### src/rtl/if_stage_pkg.sv
// Shared ISA definitions for the 16-bit pipelined processor: opcode
// encodings and the bubble word, common to the fetch stage and control decoder.
package if_stage_pkg;

  localparam int DATA_WIDTH = 16;
  localparam int ADDR_WIDTH = 8;
  localparam int OP_WIDTH   = 4;

  localparam logic [OP_WIDTH-1:0] OP_LW    = 4'b0000;
  localparam logic [OP_WIDTH-1:0] OP_SW    = 4'b0001;
  localparam logic [OP_WIDTH-1:0] OP_ADD   = 4'b0010;
  localparam logic [OP_WIDTH-1:0] OP_MOV   = 4'b0011;
  localparam logic [OP_WIDTH-1:0] OP_SUB   = 4'b0100;
  localparam logic [OP_WIDTH-1:0] OP_JMPZ  = 4'b0101;
  localparam logic [OP_WIDTH-1:0] OP_JUMP  = 4'b0110;
  localparam logic [OP_WIDTH-1:0] OP_STOP  = 4'b0111;
  localparam logic [OP_WIDTH-1:0] OP_ADDF  = 4'b1000;
  localparam logic [OP_WIDTH-1:0] OP_MULTF = 4'b1001;
  localparam logic [OP_WIDTH-1:0] OP_SLT   = 4'b1010;
  localparam logic [OP_WIDTH-1:0] OP_NOP   = 4'b1111;

  localparam logic [DATA_WIDTH-1:0] NOP_INSTR = 16'hF000;

  typedef enum logic {
    FETCH_RUN  = 1'b0,
    FETCH_HALT = 1'b1
  } fetch_state_t;

endpackage

### src/rtl/if_stage_pc_unit.sv
// Program counter register with next-PC selection: redirect target, hold, or
// increment modulo 2^ADDR_WIDTH.
module pc_unit #(
  parameter int ADDR_WIDTH = 8
) (
  input  logic                  clk,
  input  logic                  rst,
  input  logic                  redirect,
  input  logic                  hold,
  input  logic [ADDR_WIDTH-1:0] redirect_pc,
  output logic [ADDR_WIDTH-1:0] pc
);

  // Redirect beats hold; the increment wraps naturally at the register width.
  always_ff @(posedge clk) begin
    if (rst) begin
      pc <= '0;
    end else if (redirect) begin
      pc <= redirect_pc;
    end else if (!hold) begin
      pc <= pc + ADDR_WIDTH'(1);
    end
  end

endmodule

### src/rtl/if_stage.sv
// Instruction-fetch stage with IF/ID pipeline register, stall/redirect
// handling and a RUN/HALT controller that stops fetch after STOP.
module if_stage
  import if_stage_pkg::*;
#(
  parameter int                    DATA_WIDTH = 16,
  parameter int                    ADDR_WIDTH = 8,
  parameter int                    OP_WIDTH   = 4,
  parameter logic [DATA_WIDTH-1:0] NOP_INSTR  = 16'hF000
) (
  input  logic                  clk,
  input  logic                  rst,
  output logic [ADDR_WIDTH-1:0] imem_addr_o,
  input  logic [DATA_WIDTH-1:0] imem_data_i,
  input  logic                  stall_i,
  input  logic                  redirect_i,
  input  logic [ADDR_WIDTH-1:0] redirect_pc_i,
  output logic [DATA_WIDTH-1:0] instr_o,
  output logic [OP_WIDTH-1:0]   opcode_o,
  output logic [ADDR_WIDTH-1:0] pc_plus1_o,
  output logic                  valid_o,
  output logic                  halted_o,
  output logic [15:0]           fetch_cnt_o
);

  fetch_state_t          state, state_next;
  logic                  pc_redirect, pc_hold, ifid_load, ifid_flush;
  logic                  stop_seen;
  logic [ADDR_WIDTH-1:0] pc;

  pc_unit #(.ADDR_WIDTH(ADDR_WIDTH)) u_pc (
    .clk         (clk),
    .rst         (rst),
    .redirect    (pc_redirect),
    .hold        (pc_hold),
    .redirect_pc (redirect_pc_i),
    .pc          (pc)
  );

  assign imem_addr_o = pc;
  assign opcode_o    = instr_o[DATA_WIDTH-1 -: OP_WIDTH];
  assign stop_seen   = valid_o && (opcode_o == OP_WIDTH'(OP_STOP));
  assign halted_o    = (state == FETCH_HALT);

  always_ff @(posedge clk) begin
    if (rst) begin
      state <= FETCH_RUN;
    end else begin
      state <= state_next;
    end
  end

  // Per-cycle priority in RUN: redirect, then STOP (unless stalled), then stall, then fetch.
  always_comb begin
    state_next  = state;
    pc_redirect = 1'b0;
    pc_hold     = 1'b1;
    ifid_load   = 1'b0;
    ifid_flush  = 1'b0;
    case (state)
      FETCH_RUN: begin
        if (redirect_i) begin
          pc_redirect = 1'b1;
          ifid_flush  = 1'b1;
        end else if (stop_seen && !stall_i) begin
          state_next = FETCH_HALT;
          ifid_flush = 1'b1;
        end else if (!stall_i) begin
          pc_hold   = 1'b0;
          ifid_load = 1'b1;
        end
      end
      FETCH_HALT: begin
        ifid_flush = 1'b1;
      end
      default: begin
        state_next = FETCH_RUN;
      end
    endcase
  end

  // IF/ID register; a flush inserts a bubble but keeps the branch base and count.
  always_ff @(posedge clk) begin
    if (rst) begin
      instr_o     <= NOP_INSTR;
      pc_plus1_o  <= '0;
      valid_o     <= 1'b0;
      fetch_cnt_o <= '0;
    end else if (ifid_flush) begin
      instr_o <= NOP_INSTR;
      valid_o <= 1'b0;
    end else if (ifid_load) begin
      instr_o    <= imem_data_i;
      pc_plus1_o <= pc + ADDR_WIDTH'(1);
      valid_o    <= 1'b1;
      if (fetch_cnt_o != 16'hFFFF) begin
        fetch_cnt_o <= fetch_cnt_o + 16'd1;
      end
    end
  end

endmodule

### config.mk
export PLATFORM = sky130hd
export DESIGN_NAME = if_stage
export DESIGN_NICKNAME = d
export VERILOG_FILES = /design/src/rtl/if_stage_pkg.sv /design/src/rtl/if_stage_pc_unit.sv /design/src/rtl/if_stage.sv
export SDC_FILE = /design/constraint.sdc
export NUM_CORES = 1
export LEC_CHECK = 0
export CAP_MARGIN = 15
export CORE_ASPECT_RATIO = 1.2
export CORE_MARGIN = 5
export CORE_UTILIZATION = 40
export DETAILED_ROUTE_END_ITERATION = 7
export PLACE_DENSITY_LB_ADDON = 0.12
export SLEW_MARGIN = 10
export SYNTH_ARGS = -nofsm -noshare
export SYNTH_HDL_FRONTEND = slang
export SYNTH_SLANG_ARGS = --single-unit
### constraint.sdc
create_clock -name clk -period 2.3 [get_ports clk]
set_input_delay 0.69 -clock clk [delete_from_list [all_inputs] [get_ports clk]]
set_output_delay 0.69 -clock clk [all_outputs]
set_load 0.1 [all_outputs]
==> flow_metrics.py, run 1 <==
metrics = {
    "outcome": {
        "status": "complete, no violations",
    },
    "placed_design": {
        "port_buffers": 81,
        "dp_hpwl_um": 4550,
        "gp_congestion": 0.805,
    },
    "timing": {
        "finClkSkew_ps": 4.43,
        "relSlewSlack": 0.622,
        "finalSetupTns_ps": 0,
        "rsz0062_at_grt": "true",
        "hold_viol": 0,
        "clock.fmax_mhz": 439,
        "finalSetupViolations": 0,
        "min_period_ps": 2280,
        "holdWs_ps": 457,
        "worst_slew_pin_slew_ps": 566,
        "maxSlewViolCount": 0,
        "timing.final.crit_share": 0.991,
    },
    "floorplanning": {
        "start_util": 0.417,
        "die_w_um": 78.3,
        "pin_count": 82,
        "core-area_sq_mm": 0.00537,
        "dieArea_sq_mm": 0.00721,
        "rows": 29,
        "dieHeight_um": 92.0,
    },
    "worst_setup_path": {
        "worstSetupPathType": "in -> reg",
        "crit_fanout": 10,
        "end_kind": "register",
        "startpoint_type": "input pin",
        "crit_arrival_ps": 2500,
        "cp_data_required_time_ps": 2530,
    },
    "synth": {
        "syn_nets": 298,
        "yosys_warnings": 0,
        "seq_area_frac_synth": 0.447,
        "synthCells": 268,
        "ys_ff_latch": 50,
        "synthDistinctLibCells": 40,
        "netlist_area_sq_mm": 0.00224,
        "avgSynthCellArea_sq_um": 8.36,
    },
    "power_and_ir_drop": {
        "vdd_ir_drop_max_uv": 414,
        "p_seq_frac": 0.484,
        "p_leak_nw": 1.25,
        "switching_share": 0.330,
        "power_frac_clock": 0.279,
        "power.density_mw_per_mm2": 585,
        "comb_power_share": 0.237,
        "cellInternalPower_mw": 1.28,
        "netSwitchingPower_uw": 632,
    },
    "grt": {
        "grt_use_total": 0.173,
        "grt.overflow.total": 0,
        "grt_pass1_vias": 2207,
        "grt_max_degree": 21,
        "grt_pass1_wl_um": 10100,
        "antenna_found_initial": 0,
    },
    "detailed_routing": {
        "drc": 0,
        "drt_wl_total_um": 6160,
        "dr.pass1.iters": 4,
        "drtIter0Drc": 84,
        "post_drt_wl_per_cell_um": 14.7,
        "vias": 2269,
        "avgViaCountPerCell": 5.42,
        "ant_nets": 0,
    },
    "clock_tree": {
        "cts_root_buffer": "clkbuf_8",
        "clkLatencyLatePin_ps": 300,
        "hold_buffers": 0,
        "cts_tree": "built",
        "numCtsBuffers": 5,
        "path_clk_slew_ps": 90,
        "cts_sinks": 50,
        "cts_buffer_depth": 2,
        "h-tree-depth": 2,
    },
    "run": {
        "max-cap-violations": 0,
    },
    "final_layout": {
        "area_growth_pct": 45.8,
        "final_common_cell": "buf_4",
        "diodes": 0,
        "final_nets": 386,
        "layout-drive-gt1-share": 0.305,
        "layout_common_cells": "67 x buf_4, 45 x nand2_1, 30 x a21oi_1",
    },
    "min_path": {
        "hp-class": "reg -> reg",
    },
}
[power groups by stage]
stage	Clock [mW]	Combinational (mW)	Sequential, mW
after global placement	0	0.452	0.945
after global routing	0.596	0.475	0.932
after detailed placement	0	0.454	0.946
after CTS	0.550	0.456	0.926
after floorplan	0	0.104	1.14
final	0.535	0.453	0.926
[sequential cells by signal, summed over array words and instances (netlist names)]
signal / cells
instr_o: 16
u_pc.pc: 8
halted_o: 1
fetch_cnt_o: 16
valid_o: 1
pc_plus1_o: 8
[path summary, 6_finish.rpt]
| check | slack [ps] | depth (start not counted) | endpoint | startpoint |
|---|---|---|---|---|
| worst max-delay path | 20 | 6 | fetch_cnt_o[3] | stall_i |
| worst min-delay path | 460 | 2 | instr_o[1] | instr_o[1] |
| worst max register to register | 480 | 5 | fetch_cnt_o[3] | instr_o[15] |
| worst min register to register | 460 | 2 | instr_o[1] | instr_o[1] |
[what timing repair did]
item,in CTS,in global routing
resized for setup,2,0
endpoints found under the setup margin,5,4
setup buffers,0,1
pin swaps,1,1
gates cloned,0,0
[synthesized netlist by cell type]
master | number | share of area
a211o_1 | 1 | 0.0039
a211o_4 | 1 | 0.0078
a211oi_1 | 10 | 0.033
a21o_1 | 1 | 0.0034
a21oi_1 | 30 | 0.067
a21oi_2 | 1 | 0.0039
a22oi_1 | 1 | 0.0034
a31oi_1 | 3 | 0.0084
a41oi_1 | 1 | 0.0039
and2_1 | 1 | 0.0028
and3_1 | 1 | 0.0028
and4_1 | 2 | 0.0078
and4b_1 | 2 | 0.0089
buf_4 | 4 | 0.013
buf_6 | 2 | 0.010
clkbuf_1 | 14 | 0.023
dfxtp_1 | 50 | 0.45
ha_1 | 2 | 0.011
inv_1 | 3 | 0.0050
nand2_1 | 45 | 0.075
nand3_1 | 10 | 0.022
nand3b_1 | 2 | 0.0067
nand4_1 | 6 | 0.017
nor2_1 | 8 | 0.013
nor2b_1 | 1 | 0.0028
nor3_1 | 10 | 0.022
nor4_1 | 3 | 0.0084
o211a_1 | 1 | 0.0045
o211ai_1 | 2 | 0.0067
o21a_1 | 5 | 0.017
o21ai_0 | 14 | 0.031
o2bb2ai_1 | 1 | 0.0039
o31a_1 | 2 | 0.0078
o31ai_1 | 9 | 0.030
or2_2 | 1 | 0.0028
or2b_1 | 1 | 0.0034
or3_1 | 4 | 0.011
or4_1 | 8 | 0.027
xnor2_1 | 3 | 0.012
xor2_1 | 2 | 0.0078
[metal layers]
layer | GRT usage | vias to the layer above | share of wire | wire length, um
met5 | 0 | - | 0 | 0
met4 | 0.0496 | 0 | 0.010 | 63
met3 | 0.0578 | 5 | 0.067 | 410
met2 | 0.306 | 56 | 0.49 | 3010
met1 | 0.196 | 1053 | 0.44 | 2680
li1 | - | 1155 | - | -
[cell families (layout without fill, tap and decap cells)]
family | count (synthesis) | in the layout | share of synthesized area
AND/OR/NAND/NOR | 105 | 105 | 0.235
buffers and inverters | 23 | 112 | 0.0519
XOR/XNOR | 5 | 5 | 0.0195
AO/OA/AOI/OAI | 83 | 83 | 0.236
flip-flops | 50 | 50 | 0.447
adder cells (fa/ha/maj) | 2 | 2 | 0.0112
[area by class of cell]
class,instances,area [sq um]
clock buffer,6,82.6
clock inverter,2,12.5
fill,487,2100
inverter,3,11.3
multi-input combinational,195,1140
sequential,50,1030
tap,62,77.6
timing repair buffer,101,913
[stage by stage]
step / instances / power, mW / worst slack [ps] / instance area, sq um / util
after floorplan: 268 / 1.24 / 19.9 / 2270 / -
after global placement: 410 / 1.40 / -338 / 3150 / 0.587
after detailed placement: 410 / 1.40 / -375 / 3150 / 0.587
after CTS: 418 / 1.93 / 24.4 / 3260 / 0.607
after global routing: 419 / 2.00 / -12.2 / 3270 / 0.609
final: 419 / 1.91 / 21.6 / 3270 / 0.609
[worst max-delay path, stage by stage]
cell	delay [ps]
clkdlybuf4s50_1	420
or3_4	420
a211o_4	320
buf_4	150
or3_1	340
a21oi_1	160
Power figures use the tool's default switching activity.
==> inputs of run 2 (changes only) <==
--- a/config.mk
+++ b/config.mk
@@ -11,6 +11,7 @@
 export CORE_UTILIZATION = 40
 export DETAILED_ROUTE_END_ITERATION = 7
 export PLACE_DENSITY_LB_ADDON = 0.12
+export SKIP_CTS_REPAIR_TIMING = 1
 export SLEW_MARGIN = 10
 export SYNTH_ARGS = -nofsm -noshare
 export SYNTH_HDL_FRONTEND = slang
==> run 2 against run 1 <==
  * Setup slack about the same
  * Count of clock-buffer cells in the layout unchanged
  * Power barely moved
  * Critical path type unchanged
  * Die area did not move
  * Cell area did not move
==> flow_metrics.py, run 2 (synthesis gave the netlist of run 1 again) <==
metrics = {
    "final_layout": {
        "area_growth_pct": 45.8,
        "stdcell_count": 419,
        "multi_input_area_sq_mm": 0.00114,
        "finish.utilization": 0.609,
        "reg_top3": "fetch_cnt_o x16, instr_o x16",
        "layout-drive-gt1-share": 0.305,
        "layout_common_cells": "67 x buf_4, 45 x nand2_1, 30 x a21oi_1",
        "final_nets": 386,
        "seqCellArea_sq_mm": 0.00103,
        "final.fill_count": 487,
        "diodes": 0,
        "final_common_cell": "buf_4",
    },
    "grt": {
        "grt_pass1_vias": 2191,
        "antenna_found_initial": 0,
        "grt_use_total": 0.171,
        "grt_max_degree": 21,
        "grt_pass1_wl_um": 10000,
        "grt.overflow.total": 0,
    },
    "clock_tree": {
        "h-tree-depth": 2,
        "numCtsBuffers": 5,
        "cts_root_buffer": "clkbuf_8",
        "cts_buffer_depth": 2,
        "cts_sinks": 50,
        "cts_tree": "built",
        "path_clk_slew_ps": 90,
        "clkLatencyLatePin_ps": 300,
    },
    "worst_setup_path": {
        "crit_fanout": 10,
        "end_kind": "register",
        "crit_arrival_ps": 2500,
        "startpoint_type": "input pin",
        "critPathMaxStageDelay_ps": 420,
        "cp_data_required_time_ps": 2530,
        "worstSetupPathType": "in -> reg",
        "rrSetupSlack_ps": 470,
        "cp_slowest_cell": "clkdlybuf4s50_1",
        "cp_cell_sequence": "clkdlybuf4s50_1 -> or3_4 -> a211o_4 -> buf_4 -> or3_1 -> a21oi_1",
    },
    "timing": {
        "setup_ws_ps": 22.0,
        "timing.final.crit_share": 0.990,
        "worst_slew_pin_slew_ps": 559,
        "min_period_ps": 2280,
        "maxSlewViolCount": 0,
        "rsz0062_at_grt": "true",
        "hold_viol": 0,
        "relSlewSlack": 0.627,
        "finalSetupTns_ps": 0,
        "finalSetupViolations": 0,
        "finClkSkew_ps": 5.04,
        "clock.fmax_mhz": 439,
    },
    "floorplanning": {
        "dieHeight_um": 92.0,
        "core-area_sq_mm": 0.00537,
        "dieArea_sq_mm": 0.00721,
        "die_w_um": 78.3,
        "start_util": 0.417,
        "rows": 29,
        "pin_count": 82,
    },
    "placed_design": {
        "post-place-cells": 410,
        "gp_congestion": 0.805,
        "port_buffers": 81,
        "dp_hpwl_um": 4550,
        "place_ws_ps": -375,
    },
    "detailed_routing": {
        "dr.pass1.iters": 4,
        "vias": 2268,
        "dr_wl_met2_um": 3020,
        "highest_layer": "met4",
        "drt_wl_total_um": 6120,
        "post_drt_wl_per_cell_um": 14.6,
        "ant_nets": 0,
        "avgViaCountPerCell": 5.41,
        "drtIter0Drc": 78,
        "dr_wl_met3_um": 413,
        "drt-met1-wl_um": 2640,
        "drc": 0,
    },
    "run": {
        "max-cap-violations": 0,
    },
    "min_path": {
        "hp-class": "reg -> reg",
    },
    "power_and_ir_drop": {
        "power_mw": 1.91,
        "power.density_mw_per_mm2": 585,
        "vdd_ir_drop_max_uv": 414,
        "p_leak_nw": 1.25,
    },
    "outcome": {
        "status": "complete, no violations",
    },
}
==> run 2: cell counts in the layout (fill, tap and decap cells not counted) <==
No cell type changed its count.
==> run 2: final cells by class <==
cell class | count | area share
Sequential cell | 50 | 0.314
Multi-Input combinational cell | 195 | 0.350
Inverter | 3 | 0.00345
Clock buffer | 6 | 0.0253
Timing Repair Buffer | 101 | 0.279
Clock inverter | 2 | 0.00383
Tap cell | 62 | 0.0237
==> run 2: report_power, final <==
part           internal [mW]  switching (mW)
registers              0.894          0.0318
clock network          0.242           0.292
logic                  0.145           0.308
total                   1.28           0.632
==> run 2: per-stage QoR <==
step                hold slack, ps  instance area (sq um)
finish                         457                   3270
global route                   483                   3270
CTS                            462                   3250
detailed placement             449                   3150
global placement               442                   3150
floorplan                      700                   2270
==> run 2: layer usage <==
| layer | vias up | GRT usage |
|---|---|---|
| met4 | 0 | 0.0481 |
| li1 | 1160 | - |
| met1 | 1051 | 0.194 |
| met3 | 4 | 0.0578 |
| met5 | - | 0 |
| met2 | 53 | 0.304 |
==> run 2: final timing paths <==
path | start | to | cells past startpoint
worst max-delay path | stall_i | fetch_cnt_o[3] | 6
worst min-delay path | instr_o[1] | instr_o[1] | 2
worst max register to register | instr_o[15] | fetch_cnt_o[3] | 5
worst min register to register | instr_o[1] | instr_o[1] | 2
==> run 2: critical path, delay by kind of cell <==
kind	cells	cell delay, ps
and+or+nand+nor	2	760
AOI/OAI and AO/OA	2	480
buffers and inverters	2	570
==> inputs of run 3 (changes only) <==
--- a/config.mk
+++ b/config.mk
@@ -9,9 +9,9 @@
 export CORE_ASPECT_RATIO = 1.2
 export CORE_MARGIN = 5
 export CORE_UTILIZATION = 40
+export CTS_CLUSTER_SIZE = 40
 export DETAILED_ROUTE_END_ITERATION = 7
 export PLACE_DENSITY_LB_ADDON = 0.12
-export SKIP_CTS_REPAIR_TIMING = 1
 export SLEW_MARGIN = 10
 export SYNTH_ARGS = -nofsm -noshare
 export SYNTH_HDL_FRONTEND = slang
==> results of run 3 <==
The final DEF is identical to that of run 1; final timing and power are the same.
